--- src/rtl/register_file.sv ---
// register_file: 32 x 32-bit general-purpose register file for the
// single-cycle RISC datapath. Two combinational read ports feed the ALU.
// One synchronous write port is driven by writeback. Register 0 always
// reads as zero. The active-low reset clears every register at once.
module register_file #(
    parameter int DATA_WIDTH = 32,
    parameter int ADDR_WIDTH = 5,
    parameter int NUM_REGS   = 2 ** ADDR_WIDTH
) (
    input  logic                  clk,
    input  logic                  reset,
    input  logic [ADDR_WIDTH-1:0] reg1,
    input  logic [ADDR_WIDTH-1:0] reg2,
    input  logic [ADDR_WIDTH-1:0] write_reg,
    input  logic                  regWrite,
    input  logic [DATA_WIDTH-1:0] writeData,
    output logic [DATA_WIDTH-1:0] data1,
    output logic [DATA_WIDTH-1:0] data2
);

    // Register storage and its next-state image.
    // Entry 0 exists only so that every address indexes the array.
    // It is held at zero by both the reset and the next-state logic.
    logic [DATA_WIDTH-1:0] regs_q [NUM_REGS];
    logic [DATA_WIDTH-1:0] regs_d [NUM_REGS];

    // A write to address 0 falls through the guard, so r0 never changes.
    logic writeHit;
    assign writeHit = regWrite && (write_reg != '0);

    // Next state: keep every register, except the one being written.
    always_comb begin
        regs_d = regs_q;
        if (writeHit) begin
            regs_d[write_reg] = writeData;
        end
        regs_d[0] = '0;
    end

    // Storage: the async reset clears everything and wins over a coincident edge.
    always_ff @(posedge clk or negedge reset) begin
        if (!reset) begin
            for (int i = 0; i < NUM_REGS; i++) begin
                regs_q[i] <= '0;
            end
        end else begin
            regs_q <= regs_d;
        end
    end

    // Reads have no write-through bypass.
    // A same-cycle write becomes visible only after the edge.
    assign data1 = (reg1 == '0) ? '0 : regs_q[reg1];
    assign data2 = (reg2 == '0) ? '0 : regs_q[reg2];

endmodule

--- config.mk ---
export PLATFORM = sky130hd
export DESIGN_NAME = register_file
export DESIGN_NICKNAME = d
export VERILOG_FILES = /design/src/rtl/register_file.sv
export SDC_FILE = /design/constraint.sdc
export NUM_CORES = 2
export LEC_CHECK = 0
export BUFFER_PORTS_ARGS = -buffer_cell sky130_fd_sc_hd__buf_2
export CORE_MARGIN = 10
export CORE_UTILIZATION = 64
export DETAILED_ROUTE_END_ITERATION = 7
export GPL_TIMING_DRIVEN = 0
export PLACE_DENSITY = 0.8
export SETUP_SLACK_MARGIN = 0.02
export SLEW_MARGIN = 30
export SYNTH_ARGS = -nofsm -noshare
export SYNTH_HDL_FRONTEND = slang
export SYNTH_SLANG_ARGS = --single-unit
--- constraint.sdc ---
create_clock -name clk -period 1.8 [get_ports clk]
set_input_delay 0.09 -clock clk [delete_from_list [all_inputs] [get_ports clk]]
set_output_delay 0.09 -clock clk [all_outputs]
set_load 0.005 [all_outputs]
After elaboration in Yosys (flattened, before gate mapping)
Index checks and enable logic that the tools add are counted.
Cells by class
  magnitude comparators: 4
  muxes and demuxes: 11
  bitwise operators: 3
  reduce and logical (&&, ||, !) cells: 5
Operators by type and width (count)
  1024-bit bitwise mux: 1
  32-bit binary-select mux with 5-bit select: 2
  32-bit two-way mux: 7
  32-bit demux with 5-bit select: 1
  6-bit >= comparator, second input constant: 3
  5-bit NOT with 6-bit output: 3
  5-bit logical NOT: 2
  6-bit by 1-bit < comparator with 1-bit output, second input constant: 1
  5-bit nonzero test: 1
  1-bit logical AND: 2
Storage, ports and cells
  register bits after elaboration: 992
  input port bits: 50
  output and inout port bits: 64
  logic and storage cells: 54

Longest topological paths before layout
  depth after elaboration: 6
  gate-level depth with buffers: 9
  gate-level depth less buffers: 5

Worst setup path before layout
OpenSTA, ideal clock, no wires.
  kind: input -> output
  from: input port reg1[0]
  to: output port data1[29]
  data arrival time: 1.560 ns
  data required time: 1.710 ns
  slack: 0.150 ns
  stages: 8
  path buffers: 3
  path through: buf_4 -> buf_2 -> buf_4 -> mux4_2 -> nand2_1 -> nand2_1 -> o211ai_1 -> o21ai_0
On the way
  word-level cells in the longest chain between the ends: 5
Ends and longest elaborated chain
  start: declaration: RTL line 12  | input logic [ADDR_WIDTH-1:0] reg1,
  5-bit NOT with 6-bit output (implied by the code): RTL line 53  | assign data1 = (reg1 == '0) ? '0 : regs_q[reg1];
  32-bit binary-select mux with 5-bit select: RTL line 53
  32-bit two-way mux (implied by the code) (2 in series): RTL line 53
  32-bit two-way mux (*): RTL line 53
  end: declaration: RTL line 17  | output logic [DATA_WIDTH-1:0] data1,
Every way passes the cells marked *; elsewhere a longest branch is shown, timed or not. The select of a mux whose other input is x is not followed.

Worst setup path after layout
  from: input port reg2[4]
  to: output port data2[22]
On the way
  word-level cells in the longest chain between the ends: 5
Ends and longest elaborated chain
  start: declaration: RTL line 13  | input logic [ADDR_WIDTH-1:0] reg2,
  5-bit NOT with 6-bit output (implied by the code): RTL line 54  | assign data2 = (reg2 == '0) ? '0 : regs_q[reg2];
  32-bit binary-select mux with 5-bit select: RTL line 54
  32-bit two-way mux (implied by the code) (2 in series): RTL line 54
  32-bit two-way mux (*): RTL line 54
  end: declaration: RTL line 18  | output logic [DATA_WIDTH-1:0] data2
Marked as above.

==> results.py <==
metrics = {
    "outcome": {
        "status": "finished with violations",
        "failed_checks": "hold timing, setup timing",
    },
    "synth": {
        "async_reset_ff_share_pct": 100.0,
        "synth.avg_cell_area_um2": 14.24,
        "synth_flop_cell": "sky130_fd_sc_hd__dfrtp_1",
        "synth_enable_flop_cells": 0,
        "yosysUniqueCellTypes": 47,
        "synth-seq-area-share_pct": 46.33,
        "synth_cells": 3763,
        "yosys_register_bits": 992,
        "netlist_top_cells_area": "sky130_fd_sc_hd__dfrtp_1, sky130_fd_sc_hd__mux2_2, sky130_fd_sc_hd__mux4_2",
        "synthesis.nets": 3813,
        "synth_top_area_share_pct": 46.33,
        "syn-cell-area_mm2": 0.05358,
        "synth_area_leader_cell": "sky130_fd_sc_hd__dfrtp_1",
        "synth-warning-count": 0,
    },
    "finish": {
        "reg_top3": "regs_q: 992 flops",
        "areaGrowthSynthToFinish_pct": 15.28,
        "largest_register_ffs": 992,
        "stdcell_count": 5272,
        "postLayoutCoreUtil_pct": 74.16,
        "design.final.nets": 4149,
        "final_layout_size_suffix_gt1_share_pct": 54.08,
        "fillers": 5123,
        "multi_input_area_mm2": 0.02785,
        "registers.top_by_ff_count": "regs_q",
        "area.sequential_mm2": 0.02482,
    },
    "grt": {
        "number_of_global_route_vias_before_repair": 40400,
        "first_pass_grt_wire_length_um": 289400,
        "antenna_found_initial": 11,
        "grt.met1_usage_pct": 50.38,
        "gr_util_met3_pct": 23.60,
        "top_usage_layer": "met2",
        "grt_max_degree": 120,
        "track_usage_pct": 42.86,
        "met2_usage_pct": 59.10,
        "gr-total-overflow": 0,
    },
    "clock_network": {
        "number_of_cts_inserted_buffers": 105,
        "ctsRootBufferMaster": "sky130_fd_sc_hd__clkbuf_16",
        "cts_tree": "yes",
        "cts.sinks": 992,
        "htreeDepth": 3,
        "clk_latency_ns": 0.68,
        "cts_hold_repair.buffers": 32,
        "path_clk_slew_ns": 0.06,
        "cts_max_path_buffers": 3,
    },
    "power": {
        "static-leakage-power_uw": 0.02719,
        "worst_ir_drop_vdd_mv": 0.8949,
        "power.density_cell_area_mw_per_mm2": 1127,
        "fin_total_pwr_uw": 69600,
    },
    "floorplanning": {
        "row_count": 106,
        "dieArea_mm2": 0.09570,
        "fp.dieH_um": 309.4,
        "core-area_mm2": 0.08329,
        "dieWidth_um": 309.4,
        "initial_utilization_pct": 64.33,
        "top_level_ports": 114,
    },
    "worst_setup_path": {
        "critical_path_cell_by_cell": "clkbuf_1, buf_2, buf_4, mux2i_1, nor2_1, a21oi_1, o211ai_1, buf_2",
        "worstPathArrival_ns": 2.60,
        "critPathMaxStageDelay_ns": 0.64,
        "path_buf_inv": 4,
        "slowest_stage": "sky130_fd_sc_hd__buf_2",
        "number_of_cells_on_the_worst_reg_to_reg_path": 3,
        "cp.depth": 8,
        "endpoint_kind": "output pin",
        "timing.critical_path.mode_cell": "sky130_fd_sc_hd__buf_2",
        "critical_path_class": "primary input to output pin",
        "crit_required_ns": 1.71,
        "critPathTopFamily": "buffers and inverters",
        "timing.critical_path.from_type": "primary input",
        "critPathMaxFanout": 11,
    },
    "timing": {
        "worst-slew-pin-transition_ns": 1.196,
        "timing.final.setup_violations": 145,
        "timing.final.max_slew_violations": 0,
        "finalSetupTns_ns": -46.58,
        "slew_headroom_pct": 19.95,
        "skew_ns": 0,
        "achievable-frequency_mhz": 372.2,
        "final_min_period_over_clock_period_pct": 149.3,
        "rsz_0062_raised_after_global_routing": "true",
        "timing.final.ws_setup_ns": -0.8871,
        "finalHoldViolCount": 258,
        "timing.final.crit_period_ns": 2.687,
        "hold-worst-slack_ns": -0.6865,
    },
    "routing": {
        "total_number_of_vias": 40010,
        "finalWirelength_um": 205500,
        "detail_route.iter0.violations": 5725,
        "route.antenna.remaining_nets": 0,
        "detailedRoute.firstPassIterationCount": 6,
        "wire_per_inst_um": 38.97,
        "detail_route.drc_violations": 0,
        "viasPerCell": 7.589,
    },
    "place": {
        "gpl.final_weighted_congestion": 1.008,
        "place.detailed.instances": 4962,
        "place.port_buffers": 105,
        "dp_hpwl_um": 138800,
    },
    "job": {
        "number_of_max_cap_violations": 0,
    },
    "worst_hold_path": {
        "min_delay_path_class": "primary input to async pin",
    },
}
[worst paths after layout]
kind	from	end	slack (ns)
setup / recovery	reg2[4]	data2[22]	-0.89
hold / removal	reset	regs_q[807]	-0.69
setup reg to reg	regs_q[172]	regs_q[172]	0.77
hold reg to reg	regs_q[856]	regs_q[856]	0.52
max in group asynchronous	reset	regs_q[445]	0.56
min in group clk	write_reg[0]	regs_q[319]	0.17
[worst reg2reg max path, cell delays in order (launching register included)]
cell                      delay, ns
sky130_fd_sc_hd__dfrtp_1       0.38
sky130_fd_sc_hd__buf_4         0.15
sky130_fd_sc_hd__buf_4         0.12
sky130_fd_sc_hd__mux2_2        0.26
[cell usage after synthesis, types with 2 or more instances]
cell type and count:
sky130_fd_sc_hd__o211ai_1 44, sky130_fd_sc_hd__o32a_1 18, sky130_fd_sc_hd__buf_4 44, sky130_fd_sc_hd__nor2_1 61, sky130_fd_sc_hd__clkbuf_1 176, sky130_fd_sc_hd__a22oi_1 14, sky130_fd_sc_hd__nand2b_1 3, sky130_fd_sc_hd__nand3b_1 5
sky130_fd_sc_hd__mux4_1 11, sky130_fd_sc_hd__a211o_1 4, sky130_fd_sc_hd__a311oi_1 2, sky130_fd_sc_hd__a21oi_1 108, sky130_fd_sc_hd__nand2_1 194, sky130_fd_sc_hd__dfrtp_1 992, sky130_fd_sc_hd__o21ai_0 40, sky130_fd_sc_hd__buf_2 100
sky130_fd_sc_hd__nor3_1 35, sky130_fd_sc_hd__nand3_1 40, sky130_fd_sc_hd__a31oi_1 7, sky130_fd_sc_hd__o221ai_1 18, sky130_fd_sc_hd__buf_12 4, sky130_fd_sc_hd__a22o_1 3, sky130_fd_sc_hd__inv_1 4, sky130_fd_sc_hd__mux2_2 1064
sky130_fd_sc_hd__nor2b_1 57, sky130_fd_sc_hd__mux2i_1 177, sky130_fd_sc_hd__buf_6 7, sky130_fd_sc_hd__mux4_2 389, sky130_fd_sc_hd__buf_8 2, sky130_fd_sc_hd__a221oi_1 53, sky130_fd_sc_hd__buf_1 64, sky130_fd_sc_hd__and3_1 5
sky130_fd_sc_hd__nor3b_1 4
[area by class of cell]
cell class | count | share of cell area, %
inverters | 5 | 0.03241
plain buffers | 396 | 3.616
repair buffers | 230 | 3.128
multi-input cells | 2369 | 45.08
diodes | 9 | 0.03646
clock buffers | 153 | 4.985
flip-flops and latches | 992 | 40.19
clock inverters | 38 | 0.7474
well taps | 1080 | 2.188
[where the power goes]
part	total [uW]	switching, uW	internal (uW)
Combinational	16800	7680	9080
Sequential	30100	3460	26700
Clock	22700	9700	13000
Total	69600	20800	48800
[cell families after synthesis]
logic type	after synthesis	synth area share (%)
mux	1642	42.58
simple gates	412	3.479
compound gates	315	3.991
flops	992	46.33
buf+inv	402	3.619
[routing by layer]
| layer | up-vias | wire length (um) | part of all wire (%) |
|---|---|---|---|
| met1 | 20510 | 68620 | 33 |
| met5 | - | 722 | 0.35 |
| li1 | 15040 | - | - |
| met3 | 1045 | 33900 | 17 |
| met2 | 3394 | 84500 | 41 |
| met4 | 24 | 17730 | 8.6 |
[placed cells by master (no fill, tap or decap), types with 32 or more instances in the layout]
master / count
sky130_fd_sc_hd__mux2i_1: 156
sky130_fd_sc_hd__dlygate4sd3_1: 32
sky130_fd_sc_hd__dfrtp_1: 992
sky130_fd_sc_hd__buf_2: 194
sky130_fd_sc_hd__mux4_2: 395
sky130_fd_sc_hd__a221oi_1: 35
sky130_fd_sc_hd__clkbuf_2: 44
sky130_fd_sc_hd__a21oi_1: 82
sky130_fd_sc_hd__buf_4: 102
sky130_fd_sc_hd__clkbuf_1: 142
sky130_fd_sc_hd__nand2_1: 174
sky130_fd_sc_hd__nand3_1: 37
sky130_fd_sc_hd__nor2_1: 50
sky130_fd_sc_hd__o211ai_1: 44
sky130_fd_sc_hd__buf_6: 52
sky130_fd_sc_hd__buf_1: 42
sky130_fd_sc_hd__mux2_2: 1060
sky130_fd_sc_hd__clkbuf_16: 108
[timing repair]
action                                 4_1_cts  5_1_grt
endpoints found under the hold margin      290      258
setup endpoints to repair                   75      214
setup buffers                               53       23
cloned                                       0        2
pin swaps                                   43       42
gates resized for setup                    287      116
[through the flow]
step	instance area, um2	worst slack [ns]
2_1_floorplan	53580	0.1504
3_3_place_gp	55460	-21.05
3_5_place_dp	55890	-2.054
4_1_cts	61090	-0.9520
5_1_grt	61750	-0.8423
6_report	61770	-0.8871
(Power assumes the default switching activity.)
